$ cat src/rtl/fpu_norm_seq.sv
`default_nettype none
// ============================================================================
// Module   : fpu_norm_seq
// Brief    : Iterative post-add/sub mantissa normalizer with valid/ready I/O.
// Revision : 1.0 - initial release
// ============================================================================
module fpu_norm_seq #(
    parameter int EXP_W  = 8,
    parameter int MANT_W = 28,
    parameter int CNT_W  = 5
) (
    input  logic              i_clk,
    input  logic              i_rst,
    input  logic              i_valid,
    output logic              o_ready,
    input  logic [EXP_W-1:0]  i_exp,
    input  logic [MANT_W-1:0] i_mant,
    output logic              o_valid,
    input  logic              i_ready,
    output logic [EXP_W-1:0]  o_exp,
    output logic [MANT_W-1:0] o_mant,
    output logic [CNT_W-1:0]  o_shift_cnt,
    output logic              o_zero,
    output logic              o_overflow,
    output logic              o_underflow
);

    typedef enum logic [1:0] {
        IDLE = 2'd0,
        NORM = 2'd1,
        DONE = 2'd2
    } state_t;

    localparam logic [EXP_W-1:0] EXP_MAX = '1;
    localparam logic [EXP_W-1:0] EXP_ONE = EXP_W'(1);
    localparam logic [CNT_W-1:0] CNT_ONE = CNT_W'(1);

    state_t              state, state_nxt;
    logic [EXP_W-1:0]    exp_q, exp_nxt, exp_inc;
    logic [MANT_W-1:0]   mant_q, mant_nxt;
    logic [CNT_W-1:0]    cnt_q, cnt_nxt;
    logic                zero_q, zero_nxt;
    logic                ovf_q, ovf_nxt;
    logic                unf_q, unf_nxt;

    assign exp_inc = exp_q + EXP_ONE;

    always_ff @(posedge i_clk) begin
        if (i_rst) begin
            state  <= IDLE;
            exp_q  <= '0;
            mant_q <= '0;
            cnt_q  <= '0;
            zero_q <= 1'b0;
            ovf_q  <= 1'b0;
            unf_q  <= 1'b0;
        end else begin
            state  <= state_nxt;
            exp_q  <= exp_nxt;
            mant_q <= mant_nxt;
            cnt_q  <= cnt_nxt;
            zero_q <= zero_nxt;
            ovf_q  <= ovf_nxt;
            unf_q  <= unf_nxt;
        end
    end

    always_comb begin
        state_nxt = state;
        exp_nxt   = exp_q;
        mant_nxt  = mant_q;
        cnt_nxt   = cnt_q;
        zero_nxt  = zero_q;
        ovf_nxt   = ovf_q;
        unf_nxt   = unf_q;
        case (state)
            IDLE: begin
                if (i_valid) begin
                    exp_nxt  = i_exp;
                    mant_nxt = i_mant;
                    cnt_nxt  = '0;
                    zero_nxt = 1'b0;
                    unf_nxt  = 1'b0;
                    // Inf/NaN operands bypass normalization untouched
                    if (i_exp == EXP_MAX) begin
                        ovf_nxt   = 1'b1;
                        state_nxt = DONE;
                    end else begin
                        ovf_nxt   = 1'b0;
                        state_nxt = NORM;
                    end
                end
            end
            NORM: begin
                if (mant_q == '0) begin
                    exp_nxt   = '0;
                    zero_nxt  = 1'b1;
                    state_nxt = DONE;
                end else if (mant_q[MANT_W-1]) begin
                    // Carry-out: shift right once, folding the lost bit into sticky
                    mant_nxt  = {1'b0, mant_q[MANT_W-1:2], mant_q[1] | mant_q[0]};
                    exp_nxt   = exp_inc;
                    if (exp_inc == EXP_MAX) begin
                        ovf_nxt  = 1'b1;
                        mant_nxt = '0;
                    end
                    state_nxt = DONE;
                end else if (mant_q[MANT_W-2]) begin
                    if (exp_q == '0) begin
                        exp_nxt = EXP_ONE;
                    end
                    state_nxt = DONE;
                end else if (exp_q <= EXP_ONE) begin
                    exp_nxt   = '0;
                    unf_nxt   = 1'b1;
                    state_nxt = DONE;
                end else begin
                    mant_nxt = {mant_q[MANT_W-2:0], 1'b0};
                    exp_nxt  = exp_q - EXP_ONE;
                    cnt_nxt  = cnt_q + CNT_ONE;
                end
            end
            DONE: begin
                if (i_ready) begin
                    state_nxt = IDLE;
                end
            end
            default: state_nxt = IDLE;
        endcase
    end

    assign o_ready     = (state == IDLE);
    assign o_valid     = (state == DONE);
    assign o_exp       = exp_q;
    assign o_mant      = mant_q;
    assign o_shift_cnt = cnt_q;
    assign o_zero      = zero_q;
    assign o_overflow  = ovf_q;
    assign o_underflow = unf_q;

endmodule
`default_nettype wire
$ cat config.mk
export PLATFORM = sky130hd
export DESIGN_NAME = fpu_norm_seq
export DESIGN_NICKNAME = d
export VERILOG_FILES = /design/src/rtl/fpu_norm_seq.sv
export SDC_FILE = /design/constraint.sdc
export NUM_CORES = 1
export LEC_CHECK = 0
export CAP_MARGIN = 20
export CORE_ASPECT_RATIO = 2
export CORE_MARGIN = 2
export CORE_UTILIZATION = 40
export CTS_CLUSTER_DIAMETER = 50
export DETAILED_ROUTE_END_ITERATION = 10
export GPL_TIMING_DRIVEN = 0
export PLACE_DENSITY = 0.66
export SYNTH_ARGS = -nofsm -noshare
export SYNTH_HDL_FRONTEND = slang
export SYNTH_SLANG_ARGS = --single-unit
$ cat constraint.sdc
create_clock -name i_clk -period 3.65 [get_ports i_clk]
set_input_delay 0.5475 -clock i_clk [delete_from_list [all_inputs] [get_ports i_clk]]
set_output_delay 0.5475 -clock i_clk [all_outputs]
set_load 0.02 [all_outputs]
# After elaboration in Yosys (flattened, before gate mapping)

Cells that the tools add are included.

Reduce and logical (&&, ||, !) cells: 12
Equality and inequality tests: 18
Bitwise gates (word level): 1
$lt $le $gt $ge: 1
Add/sub/neg operators: 3
Muxes and demuxes: 42

Operators by type and width:

| cell                | count |
|---|---|
| $mux 28             | 3 |
| $mux 27             | 3 |
| $pmux 28 s2         | 1 |
| $mux 8              | 6 |
| $logic_not 28->1    | 1 |
| $mux 5              | 5 |
| $ne 2x2->1 const B  | 9 |
| $eq 8x8->1 const B  | 2 |
| $pmux 8 s2          | 1 |
| $mux 2              | 7 |
| $reduce_and 3->1    | 4 |
| $reduce_and 6->1    | 2 |
| $mux 1              | 11 |
| $ne 5x5->1 const B  | 2 |
| $pmux 5 s2          | 1 |
| $reduce_and 5->1    | 2 |
| $add 8x1->8 const B | 1 |
| $le 8x1->1 const B  | 1 |
| $logic_not 8->1     | 1 |
| $sub 8x1->8 const B | 1 |
| $ne 3x3->1 const B  | 2 |
| $pmux 1 s2          | 3 |
| $pmux 2 s3          | 1 |
| $add 5x1->5 const B | 1 |
| other kinds (6)     | 6 |

Bits of input ports: 40
Bits in registers: 46
Word-level logic and storage cells: 85

# Longest topological paths before layout

Gate-level depths: netlist (run 1).

Word-level depth: 6
Mapped depth: 9
Gate-level depth less buffers: 7

# Worst setup path after synthesis (run 1)

OpenSTA, ideal clock, no wires.

Path kind: register to register
Start point: register exp_q[0] (netlist: o_exp[0])
End point: register cnt_q[3] (netlist: o_shift_cnt[3])
Arrival time: 2.394 ns
Stages on the path, launching flop included: 9
Clock period less this slack: 2.464 ns
Buffers on the path: 1
Setup slack: 1.186 ns
Cell sequence: dfxtp_1 inv_1 ha_1 nor2_1 o32a_1 buf_2 nor2_2 or4_1 a21boi_1

Longest elaborated chain between the ends: 3

Ends and longest elaborated chain:

| item                              | RTL line | RTL |
|---|---|---|
| start, declared                   | 39       | `logic [EXP_W-1:0] exp_q, exp_nxt, exp_inc;` |
| start signal, assigned            | 59       | `exp_q <= exp_nxt;` |
| $le 8x1->1                        | 113      | `end else if (exp_q <= EXP_ONE) begin` |
| $ne 2x2->1 (no source line)       | --       |  |
| $reduce_and 6->1 (no source line) | --       |  |
| end signal, assigned              | 61       | `cnt_q <= cnt_nxt;` |
| end, declared                     | 41       | `logic [CNT_W-1:0] cnt_q, cnt_nxt;` |

No other way between the ends.
A chain may end at the register's enable or synchronous reset.

# Worst setup path in the final report (run 1)

Start point: register exp_q[0] (netlist: o_exp[0])
End point: register mant_q[10] (netlist: o_mant[10])

Longest elaborated chain between the ends: 6

Ends and longest elaborated chain:

| item                 | RTL line | RTL |
|---|---|---|
| $add 8x1->8          | 46       | `assign exp_inc = exp_q + EXP_ONE;` |
| $eq 8x8->1           | 103      | `if (exp_inc == EXP_MAX) begin` |
| $mux 27              | 103      |  |
| $mux 28              | 99       | `end else if (mant_q[MANT_W-1]) begin` |
| $mux 28              | 95       | `if (mant_q == '0) begin` |
| $pmux 28 s2          | 76       | `case (state)` |
| end signal, assigned | 60       | `mant_q <= mant_nxt;` |
| end, declared        | 40       | `logic [MANT_W-1:0] mant_q, mant_nxt;` |

Parallel ways exist; a longest one is shown, timed or not. The select of a mux whose other input is x is not followed.

==> results of run 1 <==
## per-stage QoR
stage / area, um^2 / instances / utilization
detailed placement: 4830 / 702 / 0.515
CTS: 4980 / 710 / 0.530
global placement: 4830 / 702 / 0.515
global route: 4980 / 710 / 0.530
finish: 4980 / 710 / 0.530
floorplan: 3850 / 513 / -
## placed cells by master (no fill, tap or decap), types with 6 or more instances in the layout
cell type and n:
nand2_1 24, nand4_1 25, o211ai_1 26, clkdlybuf4s50_1 85, a21oi_1 8, or4_1 7, nor2_1 48, o31ai_1 17
nor4_1 7, a31oi_1 16, and3_1 6, o311ai_0 29, clkbuf_1 41, dfxtp_1 46, ha_1 6, o32ai_1 6
nand3_1 13, inv_1 13, and3b_1 13, a211oi_1 25, nor2b_1 15, o21ai_0 29, buf_2 12
## synthesized netlist by cell type, drive strengths merged, types with 2 or more instances
cell type and instances:
a211oi 25, a21boi 4, a21oi 8, a221oi 2, a311oi 3, a31oi 16
a32oi 2, and2 2, and3 7, and3b 13, and4 2, buf 22
clkbuf 41, dfxtp 46, ha 6, inv 13, nand2 24, nand2b 4
nand3 13, nand3b 2, nand4 25, nor2 49, nor2b 15, nor3 5
nor3b 4, nor4 7, o2111ai 3, o211ai 26, o21ai 32, o21bai 2
o22ai 2, o311ai 31, o31ai 17, o32ai 6, or2 2, or3 5
or4 7, xnor2 2
## routing by layer
layer  vias up  part of all wire  global-route usage
met5         -                 0                   0
met4         0             0.048               0.174
met3        57             0.055              0.0367
met2       242              0.53               0.549
met1      2237              0.37               0.350
li1       2198                 -                   -
## power breakdown
group          switching [mW]  total, mW  internal [mW]
clock                   0.235      0.490          0.255
sequential             0.0882      0.651          0.563
combinational           0.568      0.922          0.353
total                   0.891       2.06           1.17
## final cells by class
cell class,count,area [um^2]
tap,104,130
timing repair buffer,85,851
fill,930,4410
sequential,46,921
inverter,13,48.8
clock buffer,5,125
buffer,63,285
clock inverter,3,21.3
multi-input combinational,391,2590
## logic make-up after synthesis
logic type	Yosys count
buffers and inverters	76
AOI/OAI and AO/OA	189
adders and majority gates	6
and+or+nand+nor	192
xor gates and xnor gates	3
muxes	1
DFF	46
## worst max-delay path, delay by kind of cell, from the launching register on
kind / cells / cell delay (ns)
buffers and inverters: 2 / 0.53
AND/OR/NAND/NOR: 3 / 1.08
flip-flops: 1 / 0.56
AO/OA/AOI/OAI: 2 / 0.64
adder cells (fa/ha/maj): 1 / 0.30
## state kept, by name (all words and copies together), names as in the netlist
name         cells
o_overflow       1
o_underflow      1
o_mant          28
o_exp            8
o_zero           1
o_shift_cnt      5
state            2
## worst max-delay path by stage
| stage | endpoint | slack (ns) | cells after the start | start |
|---|---|---|---|---|
| after floorplan | o_shift_cnt[3] | 1.19 | 8 | o_exp[0] |
| after global placement | o_mant[7] | 0.54 | 8 | o_exp[0] |
| after detailed placement | o_mant[7] | 0.51 | 8 | o_exp[0] |
| after CTS | o_mant[7] | 0.49 | 8 | o_exp[0] |
| after global routing | o_mant[10] | 0.17 | 8 | o_exp[0] |
| final | o_mant[10] | 0.45 | 8 | o_exp[0] |
==> results.txt, run 1 <==
Core Area: 9380 um^2
Seq/Total Area, Yosys: 0.239
normalized max-slew margin: 0.312
R2R setup slack: 0.45 ns
Root Buffer: clkbuf_16
syn avg cell area: 7.50 um^2
Syn-to-layout area delta: 29.3%
min-delay worst type: reg -> reg
clk slew on worst S/H paths: 0.08 ns
Max Freq: 312 MHz
synth top area cells: dfxtp_1, o311ai_0, o211ai_1
GRT Util Overall: 0.311
CTS buffer count: 5
Primary FF master, synth: dfxtp_1
cts-stage hold buffer count: 0
vias in the first global route: 4838
Tot Pwr: 2.06 mW
dominant cell type by area after synthesis: dfxtp_1
die width: 73.4 um
share of cells above drive strength 1: 0.0627
slowest CP cell: nor2_1
WHS Endpoint: o_zero
Required @ worst endpoint: 3.87 ns
total congestion overflow: 0
max_cap viols: 0
CTS tree: built
Setup Skew: 0.00693 ns
vias per std cell: 6.67
top cell type's share of synthesized area: 0.239
leak pwr: 1.71 nW
Least-Margin Pin Slew: 1.03 ns
crit share post-route: 0.877
total die area: 10500 um^2
Skew-Pair Late Insertion Delay: 0.30 ns
layout net count: 651
final setup TNS: 0 ns
compound-cell area share of the yosys netlist: 0.359
Synth Area in Simple Gates: 0.286
Post-Synth XOR/XNOR Area: 0.00683
quantity of I/O buffers inserted on ports: 85
reg2reg end: o_mant[10]
CP startpoint kind: register
row count: 50
Critical Path AT: 3.42 ns
DRC violations left: 0
reg2reg path depth: 8
CP Class: reg -> reg
Fin. Hold Viols: 0
Slew Viols, Final: 0
post-synthesis cell count: 513
Antenna diodes: 0
CP Capture Type: register
hold slack: 0.465 ns
P per Cell Area: 415 nW/um^2
first drt pass iteration count: 7
routed vias: 4734
post-synthesis adder-cell area fraction: 0.0195
synthesized flop and latch total: 46
fin worst setup slack: 0.447 ns
CTS resizes: 0
Post-Place Worst Slack: 0.511 ns
Initial DRC Count: 377
WL final: 15.9 mm
first-pass GRT wire length: 25.5 mm
per-cell routed wire length: 22.4 um
final setup fails: 0
CTS sink count: 46
Synth Cell Area: 3850 um^2
Syn. warnings: 0
largest net degree at the start of global routing: 16
ANT nets after route: 0
VDD IR max: 0.198 mV
CTS Buffer Depth: 2
status: completed
worst reg2reg path startpoint: o_exp[0]
GPL Wtd Cong: 0.914
cell chain of the critical path: inv_1 > ha_1 > nor2_1 > nor3_4 > o21ai_2 > nand3_1 > buf_2 > o211ai_1
RSZ-0062 raised after global routing: no
largest family of logic cells by synthesized area: compound AO/OA/AOI/OAI gates
Die Span Y: 143 um
CP Max Fanout: 10
Slowest Stage Delay on Critical Path: 0.57 ns
H-tree depth: 2
Starting Density: 0.410
initial antenna violation count: 0
Post-Syn Nets: 559
hold path start: o_zero
Setup Buffers After CTS: 0
proportion of synthesized area in mux cells: 0.00260
Ports: 86
Post-synth EDFFs: 0
Cells on Worst Hold Path: 2
synth unique cells: 68
FFs w/ async S/R, synth: 0
DP HPWL: 11.7 mm
min Tclk post-route: 3.20 ns
No activity file was read; power rests on OpenSTA's default activity.
==> run 2, diff against run 1 <==
PLACE_DENSITY = unset   (was 0.66)
PLACE_DENSITY_LB_ADDON = 0.12   (was unset)
SLEW_MARGIN = 20   (was unset)
==> results.txt, run 2 (synthesis gave the netlist of run 1 again) <==
CP Capture Type: register
CP Max Fanout: 10
clk slew on worst S/H paths: 0.07 ns
per-cell routed wire length: 22.1 um
Ports: 86
CP Class: reg -> reg
DP HPWL: 11.5 mm
leak pwr: 1.72 nW
layout net count: 651
Die Span Y: 143 um
cts-stage hold buffer count: 0
final setup fails: 0
Antenna diodes: 0
status: completed
hold slack: 0.468 ns
CTS sink count: 46
fin worst setup slack: 0.476 ns
RSZ-0062 raised after global routing: no
largest net degree at the start of global routing: 16
worst setup path startpoint: o_exp[0]
vias per std cell: 6.77
CTS tree: built
ANT nets after route: 0
crit share post-route: 0.870
quantity of I/O buffers inserted on ports: 85
Slew Viols, Final: 0
Least-Margin Pin Slew: 1.04 ns
M1 GR Usage: 0.341
Fin. Hold Viols: 0
hold path start: o_zero
Core Area: 9380 um^2
GRT Util Overall: 0.307
share of cells above drive strength 1: 0.0627
H-tree depth: 2
DRC violations left: 0
P per Cell Area: 425 nW/um^2
Required @ worst endpoint: 3.87 ns
CTS buffer count: 5
dpl cell area: 4830 um^2
Post-Place Worst Slack: 0.574 ns
Initial DRC Count: 425
CP startpoint kind: register
VDD IR max: 0.231 mV
worst reg2reg path startpoint: o_exp[0]
row count: 50
routed vias: 4805
CTS Buffer Depth: 2
CTS resizes: 0
total congestion overflow: 0
first-pass GRT wire length: 25.0 mm
initial antenna violation count: 0
min Tclk post-route: 3.17 ns
final instance area: 5000 um^2
global-route track usage on met3: 0.0346
R2R setup slack: 0.48 ns
final setup TNS: 0 ns
max_cap viols: 0
total die area: 10500 um^2
Root Buffer: clkbuf_16
die width: 73.4 um
Setup Skew: 0.00780 ns
Starting Density: 0.410
first drt pass iteration count: 8
min-delay worst type: reg -> reg
Tot Pwr: 2.12 mW
met2 usage: 0.549
GRT busiest layer: met2
Max Freq: 315 MHz
Syn-to-layout area delta: 29.9%
Skew-Pair Late Insertion Delay: 0.30 ns
Setup Buffers After CTS: 0
Critical Path AT: 3.39 ns
WL final: 15.7 mm
GPL Wtd Cong: 0.990
most common cell after layout, fill and taps aside: clkdlybuf4s50_1
most frequent cells in the layout: clkdlybuf4s50_1, nor2_1, dfxtp_1
normalized max-slew margin: 0.304
vias in the first global route: 4694
max FFs per register: 28
run 2: report_power, final:
group,internal [mW],total [mW],switching [mW],leakage [nW]
combinational,0.353,0.920,0.566,1.26
clock,0.324,0.555,0.231,0.0760
sequential,0.563,0.649,0.0854,0.378
run 2: stage by stage:
stage	instances	utilization
floorplan	513	-
global placement	702	0.515
detailed placement	702	0.515
CTS	710	0.533
global route	710	0.533
finish	710	0.533
run 2: worst paths after layout:
path | endpoint | depth (start not counted)
worst min register to register | o_zero | 2
worst min-delay path | o_zero | 2
worst max register to register | o_mant[10] | 8
worst max-delay path | o_mant[10] | 8
run 2: worst max-delay path, cell delays in order, from the launching register on:
cell      delay (ns)
dfxtp_1         0.56
inv_1           0.22
ha_1            0.30
nor2_1          0.56
nor3_4          0.16
o21ai_2         0.43
nand3_1         0.34
buf_2           0.29
o211ai_1        0.23
run 2: area by class of cell:
type                       instances  area (um^2)
inverter                          13         48.8
multi-input combinational        391         2590
fill                             959         4380
sequential                        46          921
clock inverter                     3         45.0
clock buffer                       5          125
buffer                            63          285
tap                              104          130
timing repair buffer              85          851
run 2: routing by layer:
layer,share of wire,up-vias,wire [um]
met4,0.046,0,718
li1,-,2206,-
met3,0.060,54,949
met2,0.53,288,8320
met1,0.36,2257,5720
met5,0,-,0
